## src/rtl/mult_pkg.sv

```systemverilog
// Shared types for the multiplier job sequencer: operand widths, FSM states
// and the queued job record.
package mult_pkg;

    localparam int JOB_DATA_W = 32;
    localparam int JOB_PROD_W = 2 * JOB_DATA_W;
    localparam int JOB_TAG_W  = 4;

    typedef enum logic [1:0] {
        IDLE  = 2'd0,
        ISSUE = 2'd1,
        WAIT  = 2'd2,
        HOLD  = 2'd3
    } seq_state_e;

    typedef struct packed {
        logic [JOB_DATA_W-1:0] a;
        logic [JOB_DATA_W-1:0] b;
        logic [JOB_TAG_W-1:0]  tag;
    } mult_job_t;

endpackage

```

## src/rtl/mult_op_fifo.sv

```systemverilog
// Synchronous FIFO of operand-pair jobs. The read side is show-ahead: rdata
// always presents the head entry while the FIFO is non-empty.
module mult_op_fifo
    import mult_pkg::*;
#(
    parameter int DEPTH = 4,
    parameter int CNT_W = $clog2(DEPTH) + 1
) (
    input  logic             clk,
    input  logic             rst,
    input  logic             push,
    input  mult_job_t        wdata,
    input  logic             pop,
    output mult_job_t        rdata,
    output logic             full,
    output logic             empty,
    output logic [CNT_W-1:0] count
);

    localparam int AW = $clog2(DEPTH);

    mult_job_t       mem [DEPTH];
    logic [AW-1:0]   wr_ptr;
    logic [AW-1:0]   rd_ptr;
    logic            do_push;
    logic            do_pop;

    assign full    = (count == CNT_W'(DEPTH));
    assign empty   = (count == '0);
    // A push is refused when full even if a pop frees a slot on the same edge.
    assign do_push = push && !full;
    assign do_pop  = pop && !empty;
    assign rdata   = mem[rd_ptr];

    always_ff @(posedge clk) begin
        if (do_push) begin
            mem[wr_ptr] <= wdata;
        end
    end

    always_ff @(posedge clk) begin
        if (rst) begin
            wr_ptr <= '0;
            rd_ptr <= '0;
            count  <= '0;
        end else begin
            if (do_push) begin
                wr_ptr <= wr_ptr + 1'b1;
            end
            if (do_pop) begin
                rd_ptr <= rd_ptr + 1'b1;
            end
            case ({do_push, do_pop})
                2'b10:   count <= count + 1'b1;
                2'b01:   count <= count - 1'b1;
                default: count <= count;
            endcase
        end
    end

endmodule

```

## src/rtl/mult_job_sequencer.sv

```systemverilog
// Queues signed operand pairs, issues them one at a time to a shift-add
// multiplier and returns tagged results in order. Define MULT_TIMEOUT_EN to
// add a watchdog that aborts a job whose multiplier never reports done.
module mult_job_sequencer
    import mult_pkg::*;
#(
    parameter int DATA_W         = JOB_DATA_W,
    parameter int TAG_W          = JOB_TAG_W,
    parameter int DEPTH          = 4,
    parameter int TIMEOUT_CYCLES = 80
) (
    input  logic                    clk,
    input  logic                    rst,
    // Both ports use valid/ready: a transfer happens on any posedge where
    // valid and ready are both high; valid holds, with data stable, until it.
    input  logic                    in_valid,
    output logic                    in_ready,
    input  logic [DATA_W-1:0]       in_a,
    input  logic [DATA_W-1:0]       in_b,
    input  logic [TAG_W-1:0]        in_tag,
    output logic                    mul_start,
    output logic [DATA_W-1:0]       mul_a,
    output logic [DATA_W-1:0]       mul_b,
    input  logic [2*DATA_W-1:0]     mul_product,
    input  logic                    mul_done,
    input  logic                    mul_overflow,
    output logic                    res_valid,
    input  logic                    res_ready,
    output logic [2*DATA_W-1:0]     res_product,
    output logic                    res_overflow,
    output logic                    res_err,
    output logic [TAG_W-1:0]        res_tag,
    output logic                    busy,
    output logic [15:0]             jobs_done,
    output seq_state_e              fsm_state,
    output logic [$clog2(DEPTH):0]  fifo_count
);

    if (DEPTH < 2 || (DEPTH & (DEPTH - 1)) != 0 || TIMEOUT_CYCLES < 1) begin : g_bad_cfg
        $error("mult_job_sequencer: DEPTH must be a power of 2 >= 2 and TIMEOUT_CYCLES >= 1");
    end

    seq_state_e       state;
    mult_job_t        fifo_wdata;
    mult_job_t        fifo_head;
    logic             fifo_full;
    logic             fifo_empty;
    logic             fifo_pop;
    logic [TAG_W-1:0] tag_q;

    assign fifo_wdata.a   = in_a;
    assign fifo_wdata.b   = in_b;
    assign fifo_wdata.tag = in_tag;

    // The head leaves the FIFO on the same edge it is loaded into mul_a/mul_b.
    assign fifo_pop = (state == IDLE) && !fifo_empty;

    mult_op_fifo #(
        .DEPTH (DEPTH)
    ) u_fifo (
        .clk   (clk),
        .rst   (rst),
        .push  (in_valid),
        .wdata (fifo_wdata),
        .pop   (fifo_pop),
        .rdata (fifo_head),
        .full  (fifo_full),
        .empty (fifo_empty),
        .count (fifo_count)
    );

    assign in_ready  = !fifo_full;
    assign busy      = (state != IDLE) || !fifo_empty;
    assign fsm_state = state;

`ifdef MULT_TIMEOUT_EN
    localparam int WD_W = $clog2(TIMEOUT_CYCLES + 1);
    logic [WD_W-1:0] wd_cnt;
`endif

    always_ff @(posedge clk) begin
        if (rst) begin
            state        <= IDLE;
            mul_start    <= 1'b0;
            mul_a        <= '0;
            mul_b        <= '0;
            tag_q        <= '0;
            res_valid    <= 1'b0;
            res_product  <= '0;
            res_overflow <= 1'b0;
            res_err      <= 1'b0;
            res_tag      <= '0;
            jobs_done    <= '0;
`ifdef MULT_TIMEOUT_EN
            wd_cnt       <= '0;
`endif
        end else begin
            case (state)
                IDLE: begin
                    if (!fifo_empty) begin
                        mul_a     <= fifo_head.a;
                        mul_b     <= fifo_head.b;
                        tag_q     <= fifo_head.tag;
                        mul_start <= 1'b1;
                        state     <= ISSUE;
                    end
                end
                ISSUE: begin
                    mul_start <= 1'b0;
`ifdef MULT_TIMEOUT_EN
                    wd_cnt    <= '0;
`endif
                    state     <= WAIT;
                end
                WAIT: begin
                    // A done arriving on the expiry edge still wins over the abort.
                    if (mul_done) begin
                        res_product  <= mul_product;
                        res_overflow <= mul_overflow;
                        res_err      <= 1'b0;
                        res_tag      <= tag_q;
                        res_valid    <= 1'b1;
                        jobs_done    <= jobs_done + 1'b1;
                        state        <= HOLD;
                    end
`ifdef MULT_TIMEOUT_EN
                    else if (wd_cnt == WD_W'(TIMEOUT_CYCLES - 1)) begin
                        res_product  <= '0;
                        res_overflow <= 1'b0;
                        res_err      <= 1'b1;
                        res_tag      <= tag_q;
                        res_valid    <= 1'b1;
                        jobs_done    <= jobs_done + 1'b1;
                        state        <= HOLD;
                    end else begin
                        wd_cnt <= wd_cnt + 1'b1;
                    end
`endif
                end
                HOLD: begin
                    if (res_ready) begin
                        res_valid <= 1'b0;
                        state     <= IDLE;
                    end
                end
                default: state <= IDLE;
            endcase
        end
    end

endmodule

```

## config.mk

```make
export PLATFORM = sky130hd
export DESIGN_NAME = mult_job_sequencer
export DESIGN_NICKNAME = d
export VERILOG_FILES = /design/src/rtl/mult_pkg.sv /design/src/rtl/mult_op_fifo.sv /design/src/rtl/mult_job_sequencer.sv
export SDC_FILE = /design/constraint.sdc
export NUM_CORES = 1
export LEC_CHECK = 0
export CAP_MARGIN = 20
export CORE_ASPECT_RATIO = 0.9
export CORE_UTILIZATION = 45
export DETAILED_ROUTE_END_ITERATION = 10
export PLACE_DENSITY_LB_ADDON = 0.1
export SLEW_MARGIN = 20
export SYNTH_ARGS = -nofsm -noshare
export SYNTH_HDL_FRONTEND = slang
export SYNTH_SLANG_ARGS = --single-unit
```

## constraint.sdc

```tcl
create_clock -name clk -period 4.2 [get_ports clk]
set_input_delay 0.84 -clock clk [delete_from_list [all_inputs] [get_ports clk]]
set_output_delay 0.84 -clock clk [all_outputs]
set_load 0.01 [all_outputs]
```

* Yosys cells after proc, flatten, opt, wreduce, memory -nomap -nowiden *
Memories as Yosys holds them, arrays and structs flattened. A register that Yosys moved wholly into a read port is not among the register bits.
Cells that the tools add are included.
Widths: inputs -> output; s select.

word-level totals
  memory bits (read-only) = 0
  word-level logic and storage cells = 55
  input port bits = 138
  memories = 1
  RAM bits = 272
  bits in latches = 0
  output and inout port bits = 159
  bits in registers = 96

operators by class
  equality and inequality tests = 9
  reduce and logical (&&, ||, !) cells = 17
  shifts and indexed selects = 0
  div/mod/pow operators = 0
  magnitude comparators = 0
  muxes and demuxes = 12
  $mul = 0
  add/subtract/negate cells = 5
  bitwise gates (word level) = 1

memories
  memory      depth  width  rd ports  clocked after memory_dff  wr ports  RTL line            source
  u_fifo.mem  4      68     1         1                         1         mult_op_fifo.sv:22  mult_job_t mem [DEPTH];

operators by type and width
  cell                   count
  $add 16x1->16 const B  1
  $pmux 2 s4             1
  $reduce_bool 2->1      4
  $eq 2x2->1 const B     3
  $mux 2                 3
  $ne 2x2->1 const B     3
  $pmux 3 s2             1
  $reduce_and 2->1       3
  $reduce_and 3->1       2
  $mux 1                 5
  $add 2x1->2 const B    2
  $eq 2x1->1 const B     2
  $pmux 1 s2             2
  $add 3x1->3 const B    1
  $eq 3x3->1 const B     1
  $logic_and 1x1->1      3
  $logic_not 3->1        1
  $sub 3x1->3 const B    1
  $logic_not 1->1        2
  $logic_not 2->1        1
  $logic_or 1x1->1       1
  $not 1->1              1

* Logic depth before layout (Yosys ltp) *
  word-level depth = 6
  mapped depth = 12
  gate-level depth less buffers = 10

* By module *
Synthesis repeated with hierarchy kept, for this count alone.

second synthesis, totals
  cells, all modules = 1,122
  area, all modules = 15,944.0 um^2

by module, submodules not included
  module              sequential area each (um^2)  instances  cells each  area each (um^2)
  mult_op_fifo        8,348.0                      1          410         10,306.1
  mult_job_sequencer  3,143.0                      1          712         5,637.9

* Worst setup path before layout *
Ideal clock, no wire load.

  path type = input port to flip-flop
  start = input in_valid
  end = memory u_fifo.mem[0][0] in the netlist's numbering, enable pin
  data required time = 3.766 ns
  stages = 1
  path buffers = 0
  arrival time = 2.474 ns
  setup slack = 1.292 ns
  library setup time = 0.434 ns
  cell sequence = and3_1

between the ends
  longest elaborated chain between the ends = 3

RTL lines
  what                          RTL line                  source
  start: declaration            mult_job_sequencer.sv:16  input logic in_valid,
  $logic_and 1x1->1             mult_op_fifo.sv:31        assign do_push = push && !full;
  $mux 1                        mult_op_fifo.sv:36        if (do_push) begin
  $mux 1 (not written as such)  mult_op_fifo.sv:37        mem[wr_ptr] <= wdata;
  end: declaration              mult_op_fifo.sv:22

No other way between the ends.

* Final worst setup path *
  start = register state[0] (netlist: fsm_state[0])
  end = output busy

between the ends
  longest elaborated chain between the ends = 2

RTL lines
  what                      RTL line                   source
  start: declaration        mult_job_sequencer.sv:43   seq_state_e state;
  start signal: assignment  mult_job_sequencer.sv:83   state <= IDLE;
  start signal: assignment  mult_job_sequencer.sv:105  state <= ISSUE;
  start signal: assignment  mult_job_sequencer.sv:113  state <= WAIT;
  $reduce_bool 2->1         mult_job_sequencer.sv:73   assign busy = (state != IDLE) || !fifo_empty;
  $logic_or 1x1->1          mult_job_sequencer.sv:73
  end: declaration          mult_job_sequencer.sv:33   output logic busy,

No other way between the ends.

==> out/metrics.yaml <==
outcome:
  status: "finished, final reports clean"
route:
  post-route-drc-count: 0
  drtPass1Iterations: 5
  avgViaCountPerCell: 5.10
  routed_wl_um: 36700
  ant_nets: 0
  wire_per_inst_um: 19.3
  vias: 9713
  first_iter_violations: 465
synth:
  synthSimpleGateAreaFrac_pct: 8.80
  synthAdderAreaFrac_pct: 0.920
  synth_area_leaders: "edfxtp_1 (52%), dfxtp_1 (21%), mux4_2 (9.7%)"
  synth_top_family_by_area: "multiplexers"
  ys_warn_count: 0
  synthFlopType: "edfxtp_1"
  synth_compound_area_share_pct: 4.99
  yosysSeqAreaShare_pct: 72.6
  async_flop_share_pct: 0
  yosysMostFrequentCell: "nand2_1"
  synth_nets: 1262
  synth.avg_cell_area_um2: 14.2
  ys_types: 39
  yosysTopAreaCell: "edfxtp_1"
  synth-edff-count: 272
  synthXorXnorAreaFrac_pct: 0.833
  yosysTopAreaCellShare_pct: 51.8
  muxShareOfSynthArea_pct: 9.84
  synthTopCellsByCount: "nand2_1 (287), edfxtp_1 (272), dfxtp_1 (164)"
  syn_inst: 1113
  ys_ff_latch: 436
  synth_area_um2: 15800
setup_path:
  critical_path.max_fanout: 5
  worstSetupPathType: "flip-flop to primary output"
  cp_cell_sequence: "inv_1 > ha_1 > nand2_1 > clkdlybuf4s50_1"
  r2r-start: "u_fifo.count[2]$_SDFFE_PP0P_"
  crit_arrival_ns: 2.05
  reg2reg_to: "u_fifo.count[2]$_SDFFE_PP0P_"
  worstSetupEndpoint: "busy"
  crit_family: "buffers and inverters"
  critical_path_required_ns: 3.36
  rrSetupSlack_ns: 1.67
  cp-start-kind: "flip-flop"
  path_depth: 4
  crit_slowest_cell: "clkdlybuf4s50_1"
  cpPeakStageDelay_ns: 0.61
  rr_worst_depth: 9
  crit_path_end_kind: "primary output"
  crit_start: "fsm_state[0]$_SDFFE_PP0P_"
  cp_num_buf_inv: 2
finish:
  register_area_um2: 11500
  fin_nets: 1553
  multi_input_area_um2: 4040
  area_growth_pct: 31.0
  drive_above_1_share_pct: 11.1
  nFillCells: 2723
floorplanning:
  start_util_pct: 46.0
  dieArea_um2: 35800
  rows: 64
  core_um2: 34300
  boundaryPins: 297
  die_x_um: 199
  die_y_um: 180
flow_run:
  maxCapViolCount: 0
sta:
  clock.fmax_mhz: 346
  hold_violations: 0
  final_min_period_over_clock_period_pct: 68.8
  tns_ns: 0
  finalClockSkew_ns: 0.0148
  setup_slack_ns: 1.31
  maxSlewHeadroom_pct: 26.8
  holdWs_ns: 0.451
  tightestPinTransition_ns: 1.10
  finalSetupViolations: 0
  rsz0062_at_grt: "no"
  min_period_ns: 2.89
  drv_slew: 0
global_routing:
  grt_overflow_total: 0
  grt_antenna_before_repair: 9
  grt_max_degree: 123
  grt_util_all_layers_pct: 20.6
  grt_pass1_wl_um: 56300
  grt_pass1_vias: 9957
power:
  power_frac_seq_pct: 44.7
  p_int_uw: 8900
  switching_power_uw: 3530
  p_leak_uw: 0.00676
  sw_frac_of_total_pct: 28.4
  powerDensity_nw_per_um2: 601
  combPwrFrac_pct: 24.3
  clkPwrFrac_pct: 31.0
  vdd_drop_max_uv: 358
clock_network:
  cts_tree: "done"
  path_clk_slew_ns: 0.06
  h-tree-depth: 2
  post_cts_buffers: 0
  clk_latency_ns: 0.54
  ctsResizeCount: 0
  hold_buffers: 0
  root_buffer: "clkbuf_16"
  cts_max_path_buffers: 3
  clkSinkCount: 436
  numCtsBuffers: 45
place:
  dp_hpwl_um: 22800
  place_congestion: 0.756
  pre_cts_ws_ns: 1.32
  io_buffer_count: 295
hold_path:
  hold_class: "flip-flop to flip-flop"
  min-delay-start: "res_product[16]$_SDFFE_PP0P_"
==> kinds of logic after synthesis <==
kind of cell    count (synthesis)
flops                         436
mux                            70
simple gates                  347
other cells                     1
fa+ha+maj                      11
xor+xnor                       15
buf+inv                        79
compound gates                154
==> area by class of cell <==
| type | count | share of cell area (%) |
|---|---|---|
| flip-flops and latches | 436 | 55.4 |
| multi-input cells | 598 | 19.5 |
| repair buffers | 310 | 15.0 |
| clock buffers | 66 | 6.17 |
| well taps | 462 | 2.80 |
| clock inverters | 17 | 0.775 |
| inverters | 13 | 0.236 |
| diodes | 3 | 0.0363 |
==> stage by stage <==
step,cells,total power (uW),instance area [um2],utilization (%)
6_report,1905,12400,20700,60.3
5_1_grt,1904,13100,20700,60.3
4_1_cts,1902,12600,20700,60.3
3_5_place_dp,1819,8730,19200,56.1
3_3_place_gp,1819,8690,19200,56.1
2_1_floorplan,1113,7250,15800,-
==> tightest hold or removal path, cell delays in order (launching register included) <==
cell     delay, ns
dfxtp_1       0.30
nand2_1       0.05
a21oi_1       0.05
==> power by group through the flow <==
stage / Clock (uW) / Combinational, uW / Sequential (uW)
2_1_floorplan: 0 / 1610 / 5640
3_3_place_gp: 0 / 3050 / 5640
3_5_place_dp: 0 / 3070 / 5660
4_1_cts: 3940 / 3080 / 5570
5_1_grt: 4120 / 3310 / 5630
6_report: 3860 / 3020 / 5560
==> state kept, by name, indices dropped and copies added (netlist names) <==
| signal | flops |
|---|---|
| fsm_state | 2 |
| u_fifo.wr_ptr | 2 |
| u_fifo.mem | 272 |
| u_fifo.count | 3 |
| mul_start | 1 |
| tag_q | 4 |
| res_overflow | 1 |
| res_valid | 1 |
| res_product | 64 |
| jobs_done | 16 |
| mul_a | 32 |
| res_tag | 4 |
| mul_b | 32 |
| u_fifo.rd_ptr | 2 |
==> layer usage <==
layer  track usage [%]  share of wire, %  routed length, um
met5                 0              0.17                 62
met1              25.2                41              15200
met2              34.9                48              17700
met4              5.83               2.0                748
met3              6.42               8.1               2970
==> worst min-delay path by stage <==
stage	cells past startpoint	slack (ns)	end
floorplan	2	0.43	res_tag[0]$_SDFFE_PP0P_
global placement	2	0.44	res_product[52]$_SDFFE_PP0P_
detailed placement	2	0.45	res_product[35]$_SDFFE_PP0P_
CTS	2	0.45	res_product[35]$_SDFFE_PP0P_
global route	2	0.47	tag_q[1]$_SDFFE_PP0P_
finish	2	0.45	res_product[16]$_SDFFE_PP0P_
==> layout by cell type, fill, tap and decap left out, types with 4 or more instances in the layout <==
master | synthesis | routed
nor2_1 | 24 | 24
nand3_1 | 5 | 5
clkinv_1 | 0 | 6
and3_4 | 0 | 4
ha_1 | 10 | 10
a21oi_1 | 145 | 145
xor2_1 | 6 | 6
clkdlybuf4s50_1 | 0 | 294
clkbuf_8 | 0 | 7
xnor2_1 | 9 | 9
mux4_2 | 68 | 68
clkbuf_16 | 0 | 45
clkinv_2 | 0 | 6
dfxtp_1 | 164 | 162
buf_4 | 1 | 12
edfxtp_1 | 272 | 272
or3_1 | 4 | 4
o21ai_0 | 4 | 4
nand2_1 | 287 | 286
clkbuf_1 | 44 | 14
inv_1 | 12 | 12
nor3_1 | 8 | 8
Power figures use the tool's default switching activity.
